===== config.mk =====
export PLATFORM = sky130hd
export DESIGN_NAME = imem_loader
export DESIGN_NICKNAME = d
export VERILOG_FILES = /design/src/rtl/lc3_pkg.sv /design/src/rtl/imem_loader.sv
export SDC_FILE = /design/constraint.sdc
export NUM_CORES = 1
export LEC_CHECK = 0
export ABC_AREA = 1
export ABC_CLOCK_PERIOD_IN_PS = 5600
export CAP_MARGIN = 20
export CORE_ASPECT_RATIO = 1.5
export CORE_MARGIN = 2
export CORE_UTILIZATION = 42
export CTS_CLUSTER_SIZE = 20
export DETAILED_ROUTE_END_ITERATION = 10
export PLACE_DENSITY_LB_ADDON = 0.08
export SLEW_MARGIN = 20
export SYNTH_ARGS = -nofsm -noshare
export SYNTH_HDL_FRONTEND = slang
export SYNTH_SLANG_ARGS = --single-unit

===== constraint.sdc =====
create_clock -name CLK -period 5.6 [get_ports CLK]
set_clock_uncertainty 0.1 [all_clocks]
set_input_delay 0.56 -clock CLK [delete_from_list [all_inputs] [get_ports CLK]]
set_output_delay 0.56 -clock CLK [all_outputs]
set_load 0.02 [all_outputs]

===== src/rtl/lc3_pkg.sv =====
// Shared LC-3 constants: word width and the program-loader state encoding.
package lc3_pkg;

  localparam int unsigned LC3_WORD_W = 16;

  typedef enum logic [2:0] {
    ST_IDLE   = 3'd0,
    ST_ORIGIN = 3'd1,
    ST_COUNT  = 3'd2,
    ST_DATA   = 3'd3,
    ST_DONE   = 3'd4
  } load_state_t;

endpackage


===== src/rtl/imem_loader.sv =====
// Instruction RAM writer: consumes an LC-3 object image (origin, count, words),
// holds the CPU during the load and hands the origin to fetch on completion.
module imem_loader
  import lc3_pkg::*;
#(
  parameter int unsigned ADDR_W = 8,
  parameter int unsigned DATA_W = LC3_WORD_W
) (
  input  logic              CLK,
  input  logic              RESET,
  input  logic              START,
  input  logic [DATA_W-1:0] IN_DATA,
  input  logic              IN_VALID,
  output logic              IN_READY,
  output logic              MEM_WE,
  output logic [ADDR_W-1:0] MEM_WADDR,
  output logic [DATA_W-1:0] MEM_WDATA,
  output logic              CPU_HOLD,
  output logic [DATA_W-1:0] BOOT_PC,
  output logic              PC_LOAD,
  output logic              LOAD_DONE
);

  load_state_t       state, state_next;
  logic [DATA_W-1:0] origin, origin_next;
  logic [DATA_W-1:0] count, count_next;
  logic [DATA_W-1:0] index, index_next;
  logic [DATA_W-1:0] addr_sum;
  logic              xfer;
  logic              ready_next, we_next, hold_next, pc_load_next;
  logic [ADDR_W-1:0] waddr_next;
  logic [DATA_W-1:0] wdata_next, boot_pc_next;

  assign xfer     = IN_VALID && IN_READY;
  assign addr_sum = origin + index;

  // Next-state and registered-output decode
  always_comb begin
    state_next   = state;
    origin_next  = origin;
    count_next   = count;
    index_next   = index;
    we_next      = 1'b0;
    waddr_next   = MEM_WADDR;
    wdata_next   = MEM_WDATA;
    boot_pc_next = BOOT_PC;
    pc_load_next = 1'b0;

    case (state)
      ST_IDLE: begin
        if (START) state_next = ST_ORIGIN;
      end
      ST_ORIGIN: begin
        if (xfer) begin
          origin_next = IN_DATA;
          state_next  = ST_COUNT;
        end
      end
      ST_COUNT: begin
        if (xfer) begin
          count_next = IN_DATA;
          index_next = '0;
          state_next = (IN_DATA == '0) ? ST_DONE : ST_DATA;
        end
      end
      ST_DATA: begin
        if (xfer) begin
          we_next    = 1'b1;
          waddr_next = ADDR_W'(addr_sum);
          wdata_next = IN_DATA;
          index_next = index + DATA_W'(1);
          if (index == count - DATA_W'(1)) state_next = ST_DONE;
        end
      end
      ST_DONE: begin
        boot_pc_next = origin;
        pc_load_next = 1'b1;
        state_next   = ST_IDLE;
      end
      default: state_next = ST_IDLE;
    endcase

    // Ready/hold are decoded from the upcoming state so they line up with it
    ready_next = (state_next == ST_ORIGIN) || (state_next == ST_COUNT) ||
                 (state_next == ST_DATA);
    hold_next  = (state_next != ST_IDLE);
  end

  always_ff @(posedge CLK or posedge RESET) begin
    if (RESET) begin
      state     <= ST_IDLE;
      origin    <= '0;
      count     <= '0;
      index     <= '0;
      IN_READY  <= 1'b0;
      MEM_WE    <= 1'b0;
      MEM_WADDR <= '0;
      MEM_WDATA <= '0;
      CPU_HOLD  <= 1'b0;
      BOOT_PC   <= '0;
      PC_LOAD   <= 1'b0;
      LOAD_DONE <= 1'b0;
    end else begin
      state     <= state_next;
      origin    <= origin_next;
      count     <= count_next;
      index     <= index_next;
      IN_READY  <= ready_next;
      MEM_WE    <= we_next;
      MEM_WADDR <= waddr_next;
      MEM_WDATA <= wdata_next;
      CPU_HOLD  <= hold_next;
      BOOT_PC   <= boot_pc_next;
      PC_LOAD   <= pc_load_next;
      LOAD_DONE <= pc_load_next;
    end
  end

endmodule


Yosys cells after proc, flatten, opt, wreduce, memory -nomap -nowiden. Index checks and enable logic that the tools add are counted. W data, S select, Z words.

Logic and storage cells: 48. Bits in registers: 95.

Reduce and logical (&&, ||, !) cells: 11. Multiplexer cells: 13. $add $sub $neg: 3. Equal/unequal tests: 10.

Operator list (number): $mux W16 (2); $pmux W16 S2 (1); $mux W3 (6); $add A16 B1 Y16 const B (1); $eq A16 B16 Y1 (1); $logic_not A16 Y1 (1); $sub A16 B1 Y16 const B (1); $eq A3 B2 Y1 const B (4); $pmux W3 S4 (1); $add A8 B8 Y8 (1); $eq A3 B1 Y1 const B (2); $reduce_and A2 Y1 (3); $ne A2 B2 Y1 const B (2); $eq A3 B3 Y1 const B (1); $logic_not A3 Y1 (1); $mux W1 (3); $reduce_and A3 Y1 (1); $reduce_bool A3 Y1 (1); $logic_or A1 B1 Y1 (2); $reduce_bool A2 Y1 (1); $logic_and A1 B1 Y1 (1).

Depth between registers and ports, before layout. Gate-level depths: netlist of the first run.

Depth in word-level cells: 8. Gate-level depth with buffers: 15. Mapped depth without buffers: 15.

Worst setup path after synthesis of the first run. Ideal clock, no wire load.

Path kind: register to register. From: register index[0]. To: register MEM_WADDR[6]. Arrival time: 1.697 ns. Period minus slack after synthesis: 1.879 ns. Cell stages (with the launch flop): 10. Buffers on the path: 0. Slack: 3.721 ns. Library setup time: 0.083 ns. Cell sequence: dfrtp_1 > ha_1 > inv_1 > fa_1 > o221ai_1 > nand2_1 > nand2_1 > a21oi_1 > xor2_1 > o21ai_0.

Cells in the longest elaborated chain, start to end: 1.

RTL lines: start, declared (line imem_loader.sv:27) `logic [DATA_W-1:0] index, index_next;`; start signal, assigned (line imem_loader.sv:107) `index <= index_next;`; $add A8 B8 Y8 (line imem_loader.sv:35) `assign addr_sum = origin + index;`; end signal, assigned (line imem_loader.sv:110) `MEM_WADDR <= waddr_next;`; end, declared (line imem_loader.sv:16) `output logic [ADDR_W-1:0] MEM_WADDR,`.

Every way passes these cells. A chain may end at the register's enable or synchronous reset.

Final worst setup path of the first run.
From: input port IN_VALID. To: register state[1].

Cells in the longest elaborated chain, start to end: 3.

RTL lines: start, declared (line imem_loader.sv:13) `input logic IN_VALID,`; $logic_and A1 B1 Y1 * (line imem_loader.sv:34) `assign xfer = IN_VALID && IN_READY;`; $mux W3 (on tied branches) (line imem_loader.sv:67, imem_loader.sv:54, imem_loader.sv:60); $pmux W3 S4 * (line imem_loader.sv:49) `case (state)`; via state_next[1] (line imem_loader.sv:24) `load_state_t state, state_next;`; end signal, assigned (line imem_loader.sv:104) `state <= state_next;`; end, declared (line imem_loader.sv:24).

The timed path passes the listed nets; every way through them passes the cells marked *.

==> impl_metrics.tcl, run 1 <==
set metrics [dict create \
    critical_path_class "in -> reg" \
    layout.cells.non_filler 796 \
    hpwlAfterDp_um 9010 \
    via_count_of_the_first_global_routing_pass 3904 \
    drcViolationCount 0 \
    cp.arrival_ps 2540 \
    grt.total_usage_pct 20.7 \
    fraction_of_registers_with_async_set_or_reset_after_synthesis_pct 100 \
    synth.distinct_cells 38 \
    yosys_most_used_dff "dfrtp_1" \
    unrepaired_setup_endpoints_after_global_routing "false" \
    grt_max_degree 68 \
    clock_tree.root_cell "clkbuf_16" \
    synth_area_leader_cell "dfrtp_1" \
    reg2reg_setup_slack_ps 3270 \
    crit-reg2reg-launch "count[0]$_DFFE_PP0P_" \
    p_leak_uw 0.00282 \
    routedWlPerCell_um 14.9 \
    hold_ws_ps 370 \
    crit_start "IN_VALID" \
    antenna_found_initial 0 \
    cts_made_buffers 9 \
    multi_input_combinational_cell_area_um2 2040 \
    wire_length_of_the_first_global_routing_pass_um 19700 \
    post_dp_cell_area_um2 5510 \
    critPathCaptureType "flip-flop" \
    finish.instance_area_um2 5810 \
    drt_pre_antenna_iters 5 \
    place.port_buffers 64 \
    num-fill-cells 1086 \
    mean_number_of_vias_per_cell 4.86 \
    clk_pin_slew_ps 80 \
    number_of_enable_flip_flop_cells_after_synthesis 0 \
    post_synth_inst_count 582 \
    clock_latency_at_the_later_pin_of_the_worst_skew_pair_ps 350 \
    powerDensity_nw_per_um2 502 \
    area_growth_pct 22.6 \
    tritoncts_num_sinks 95 \
    finalSetupViolCount 0 \
    cts_tree "built" \
    num_antenna_cells 0 \
    cts_setup_buffers 0 \
    mostFrequentLayoutCells "nand2_1 (185), dfrtp_1 (95), clkdlybuf4s50_1 (64)" \
    yosysSeqAreaShare_pct 50.1 \
    run_status "complete, no violations" \
    irDropWorstVdd_v 0.000221 \
    critical_path_required_ps 5760 \
    via_count 3865 \
    crit_path_start_kind "primary input" \
    achievable-frequency_mhz 420 \
    fp.dieH_um 134 \
    relative_slew_slack_pct 35.7 \
    synth_top_cell_area_share_pct 50.1 \
    final-hold-violation-count 0 \
    final_common_cell "nand2_1" \
    placedCellCount 780 \
    dieWidth_um 90.8 \
    worstMarginPinSlew_ps 963 \
    final_nets 674 \
    yosys-top-cells-area "dfrtp_1 (50%), nand2_1 (15%), o21ai_0 (6.5%)" \
    std_cell_rows 47 \
    route.final.wire_length_um 11900 \
    worst_hold_path_type "reg -> reg" \
    synth_area_um2 4740 \
    cap_viol_max_count 0 \
    ctsHtreeMaxLevel 3 \
    design.die.area_um2 12200 \
    final_layout_size_suffix_gt1_share_pct 7.24 \
    post-route-min-period_ps 2380 \
    worst_setup_path_endpoint "state[1]$_DFF_PP0_" \
    cts_max_path_buffers 2 \
    gp_congestion 0.865 \
    timing.final.crit_share_pct 42.5 \
    finalMaxSlewViolations 0 \
    initial_utilization_pct 43.1 \
    fin_util_pct 52.9 \
    global_route.overflow_total 0 \
    yosys_warnings 0 \
    timing.reg2reg.worst_path_depth 11 \
    drt_iter0_drc 199 \
    ant_nets 0 \
    reg2reg_to "CPU_HOLD$_DFF_PP0_" \
    postSynthNetCount 612 \
    cts_resized 0 \
    io-pin-count 65 \
    seqCellArea_um2 2380 \
    hold_bufs_at_cts 0 \
    coreArea_um2 11000 \
    synth_seq_cells 95 \
    setup-tns-final_ps 0 \
    critical_path_peak_fanout 29 \
    synth.avg_cell_area_um2 8.15 \
]
-- how the worst min path moves through the flow --
stage / slack (ps) / end / cells past startpoint / from
detailed placement: 360 / BOOT_PC[9]$_DFFE_PP0P_ / 2 / origin[9]$_DFFE_PP0P_
global placement: 350 / BOOT_PC[15]$_DFFE_PP0P_ / 2 / origin[15]$_DFFE_PP0P_
finish: 370 / BOOT_PC[8]$_DFFE_PP0P_ / 2 / origin[8]$_DFFE_PP0P_
global route: 390 / BOOT_PC[8]$_DFFE_PP0P_ / 2 / origin[8]$_DFFE_PP0P_
CTS: 370 / BOOT_PC[8]$_DFFE_PP0P_ / 2 / origin[8]$_DFFE_PP0P_
floorplan: 340 / BOOT_PC[10]$_DFFE_PP0P_ / 2 / origin[10]$_DFFE_PP0P_
-- Yosys cell counts (2+ instances only) --
master / instances
clkbuf_1: 10
xor2_1: 17
buf_2: 3
nor2_2: 6
o21ai_1: 6
nor3_2: 3
a21oi_1: 7
nand2_2: 5
nor2_4: 4
dfrtp_1: 95
o211ai_1: 2
nor2_1: 38
nor4_1: 3
xnor2_1: 6
inv_1: 61
nand3b_1: 3
nor3b_1: 2
inv_2: 6
nand4_1: 7
o21ai_0: 62
nand2_1: 185
nor3_1: 9
nand3_1: 19
ha_1: 9
-- area by class of cell --
class / instances / area share [%]
clock buffers: 9 / 3.88
clock inverters: 7 / 1.29
inverters: 68 / 4.41
multi-input cells: 404 / 35.1
flip-flops and latches: 95 / 40.9
well taps: 147 / 3.16
repair buffers: 66 / 11.3
-- power by group --
group	internal (uW)	switching, uW	total (uW)	leakage, uW
clock	317	298	615	0.000145
combinational	475	702	1180	0.00144
sequential	913	214	1130	0.00123
-- layer usage --
metal	wire [um]	part of all wire, %	track usage [%]
met3	375	3.2	3.48
met1	5120	43	24.8
met2	6130	52	37.6
met5	0	0	0
met4	258	2.2	7.09
-- sequential cells by signal (all words and copies together), names as in the netlist --
name / flops
BOOT_PC: 16
MEM_WDATA: 16
count: 16
index: 16
origin: 16
MEM_WADDR: 8
state: 3
CPU_HOLD: 1
IN_READY: 1
LOAD_DONE: 1
MEM_WE: 1
-- critical path, cell delays in order --
cell and delay [ps]:
clkdlybuf4s50_1 450, nand2_1 100, inv_1 100, nand2_2 180, nor2_1 140, buf_4 320, inv_2 210, a21oi_1 300
inv_1 80, nand4_1 80
-- per-stage QoR --
| step | setup WS, ps | total power, uW |
|---|---|---|
| 4_1_cts | 3210 | 2960 |
| 3_3_place_gp | 2900 | 2300 |
| 5_1_grt | 3060 | 3150 |
| 2_1_floorplan | 2460 | 1900 |
| 6_report | 3220 | 2920 |
| 3_5_place_dp | 2870 | 2330 |
-- cells by family (layout without fill, tap and decap cells) --
family	count (synthesis)	after routing	synth area share [%]
xor gates and xnor gates	23	23	4.25
adders and majority gates	10	10	2.80
DFF	95	95	50.1
AOI/OAI and AO/OA	82	82	9.21
and+or+nand+nor	289	289	26.7
buffers and inverters	83	150	6.89
No activity file was read; power rests on OpenSTA's default activity.
==> run 2: changes to the inputs <==
- ABC_CLOCK_PERIOD_IN_PS: 5600 -> 2200
- clock period: 5.6 -> 2.2 ns (I/O delays scaled with it)
==> run 2 against run 1 <==
Power increased to 2.6 times the previous value. Sequential share of layout area decreased by 1.2 points. Wire length increased by 0.70%. Hold slack got worse by 93 ps. Clock power increased to 2.5 times the previous value. Combinational power increased to 2.7 times the previous value. Die area unchanged. Critical path depth increased by 3. Clock-buffer cell count unchanged. Register-to-register slack got worse by 3200 ps. Sequential power increased to 2.5 times the previous value. Critical path type is now reg -> reg. Critical endpoint is now CPU_HOLD$_DFF_PP0_. Largest power group unchanged.
==> impl_metrics.tcl, run 2 (same netlist as run 1, synthesis figures left out) <==
set metrics [dict create \
    design_power_total_uw 7660 \
    fp.dieH_um 134 \
    finalSetupViolCount 0 \
    achievable-frequency_mhz 479 \
    global_route.overflow_total 0 \
    layout.cells.non_filler 810 \
    via_count_of_the_first_global_routing_pass 3956 \
    design.die.area_um2 12200 \
    p_leak_uw 0.00291 \
    final_layout_size_suffix_gt1_share_pct 10.7 \
    drcViolationCount 0 \
    finalMaxSlewViolations 0 \
    grt_max_degree 96 \
    clock_latency_at_the_later_pin_of_the_worst_skew_pair_ps 340 \
    mean_number_of_vias_per_cell 4.78 \
    std_cell_rows 47 \
    tritoncts_num_sinks 95 \
    cp.arrival_ps 2210 \
    cap_viol_max_count 0 \
    clock_tree.root_cell "clkbuf_16" \
    final-hold-violation-count 0 \
    routedWlPerCell_um 14.8 \
    initial_utilization_pct 43.1 \
    ctsHtreeMaxLevel 3 \
    hpwlAfterDp_um 9090 \
    final_common_cell "nand2_1" \
    cts_tree "built" \
    clk_pin_slew_ps 70 \
    reg2reg_setup_slack_ps 110 \
    preCtsSetupSlack_ps -123 \
    worstMarginPinSlew_ps 654 \
    place.port_buffers 64 \
    fin_util_pct 54.6 \
    run_status "complete, no violations" \
    reg2reg_to "CPU_HOLD$_DFF_PP0_" \
    area_growth_pct 26.6 \
    route.final.wire_length_um 12000 \
    io-pin-count 65 \
    crit-reg2reg-launch "count[0]$_DFFE_PP0P_" \
    dieWidth_um 90.8 \
    via_count 3874 \
    antenna_found_initial 0 \
    irDropWorstVdd_v 0.000540 \
    num_antenna_cells 0 \
    drt_pre_antenna_iters 4 \
    timing.final.crit_share_pct 94.9 \
    ant_nets 0 \
    critical_path_class "reg -> reg" \
    grt.total_usage_pct 20.6 \
    final_nets 688 \
    finalWorstSetupSlack_ps 111 \
    cts_made_buffers 9 \
    worst_hold_path_type "in -> async" \
    coreArea_um2 11000 \
    powerDensity_nw_per_um2 1280 \
    timing.reg2reg.worst_path_depth 13 \
    mostFrequentLayoutCells "nand2_1 (185), dfrtp_1 (92), clkdlybuf4s50_1 (64)" \
    post-route-min-period_ps 2090 \
    cts_max_path_buffers 2 \
    critPathCaptureType "flip-flop" \
    drt_iter0_drc 161 \
    setup-tns-final_ps 0 \
    num-fill-cells 1066 \
    wire_length_of_the_first_global_routing_pass_um 19800 \
    critical_path_peak_fanout 4 \
    gp_congestion 0.866 \
    critical_path_required_ps 2320 \
    crit_path_start_kind "flip-flop" \
    relative_slew_slack_pct 56.3 \
    placedCellCount 790 \
]
-- run 2: changes by cell type in the layout (fill, tap and decap cells not counted), sizes merged --
cell,change
inv,-1
clkinv,+1
buf,+14
-- run 2: area by class of cell --
class                           count  area [um2]  area share [%]
Sequential cell                    95        2380            39.7
Multi-Input combinational cell    404        2090            34.8
Timing Repair Buffer               80         786            13.1
Clock buffer                        9         225            3.75
Tap cell                          147         184            3.06
Inverter                           68         262            4.36
Clock inverter                      7        73.8            1.23
-- run 2: how the worst max path moves through the flow --
stage                         start                       end  slack, ps
2_1_floorplan  index[0]$_DFFE_PP0P_  MEM_WADDR[6]$_DFFE_PP0P_        320
3_3_place_gp   count[0]$_DFFE_PP0P_        CPU_HOLD$_DFF_PP0_       -110
3_5_place_dp   count[0]$_DFFE_PP0P_        CPU_HOLD$_DFF_PP0_       -120
4_1_cts        count[0]$_DFFE_PP0P_        CPU_HOLD$_DFF_PP0_          3
5_1_grt        count[1]$_DFFE_PP0P_        CPU_HOLD$_DFF_PP0_         -4
6_report       count[0]$_DFFE_PP0P_        CPU_HOLD$_DFF_PP0_        110
-- run 2: what timing repair did --
| action | 4_1_cts | 5_1_grt |
|---|---|---|
| setup endpoints to repair | 5 | 7 |
| gates cloned | 0 | 0 |
| resized for setup | 6 | 9 |
| buffers inserted | 0 | 4 |
| hold buffers | 0 | 0 |
| pin swaps | 0 | 5 |
-- run 2: per-layer routing --
metal  GRT usage (%)  wire length, um
met1            26.1             5260
met2            35.9             6120
met3            2.36              281
met4            7.95              309
met5               0                0
-- run 2: where the power goes --
group	switching [uW]	internal (uW)	leakage, uW
clock network	746	803	0.000147
registers	556	2330	0.00123
logic	1880	1350	0.00154
-- run 2: through the flow --
step	hold slack [ps]	instance area (um2)
2_1_floorplan	241	4750
3_3_place_gp	356	5600
3_5_place_dp	361	5600
4_1_cts	306	5930
5_1_grt	339	6000
6_report	277	6000
-- run 2: critical path: stages, from the launching register on --
cell and delay [ps]:
dfrtp_2 440, inv_4 90, buf_12 110, nand2_4 70, nor2_2 220, nand2_1 110, nand3_1 80, nand2_1 50
nor2_1 90, nand2_1 90, nor2_2 170, nand2_2 90, a21oi_4 180, nand3_1 90
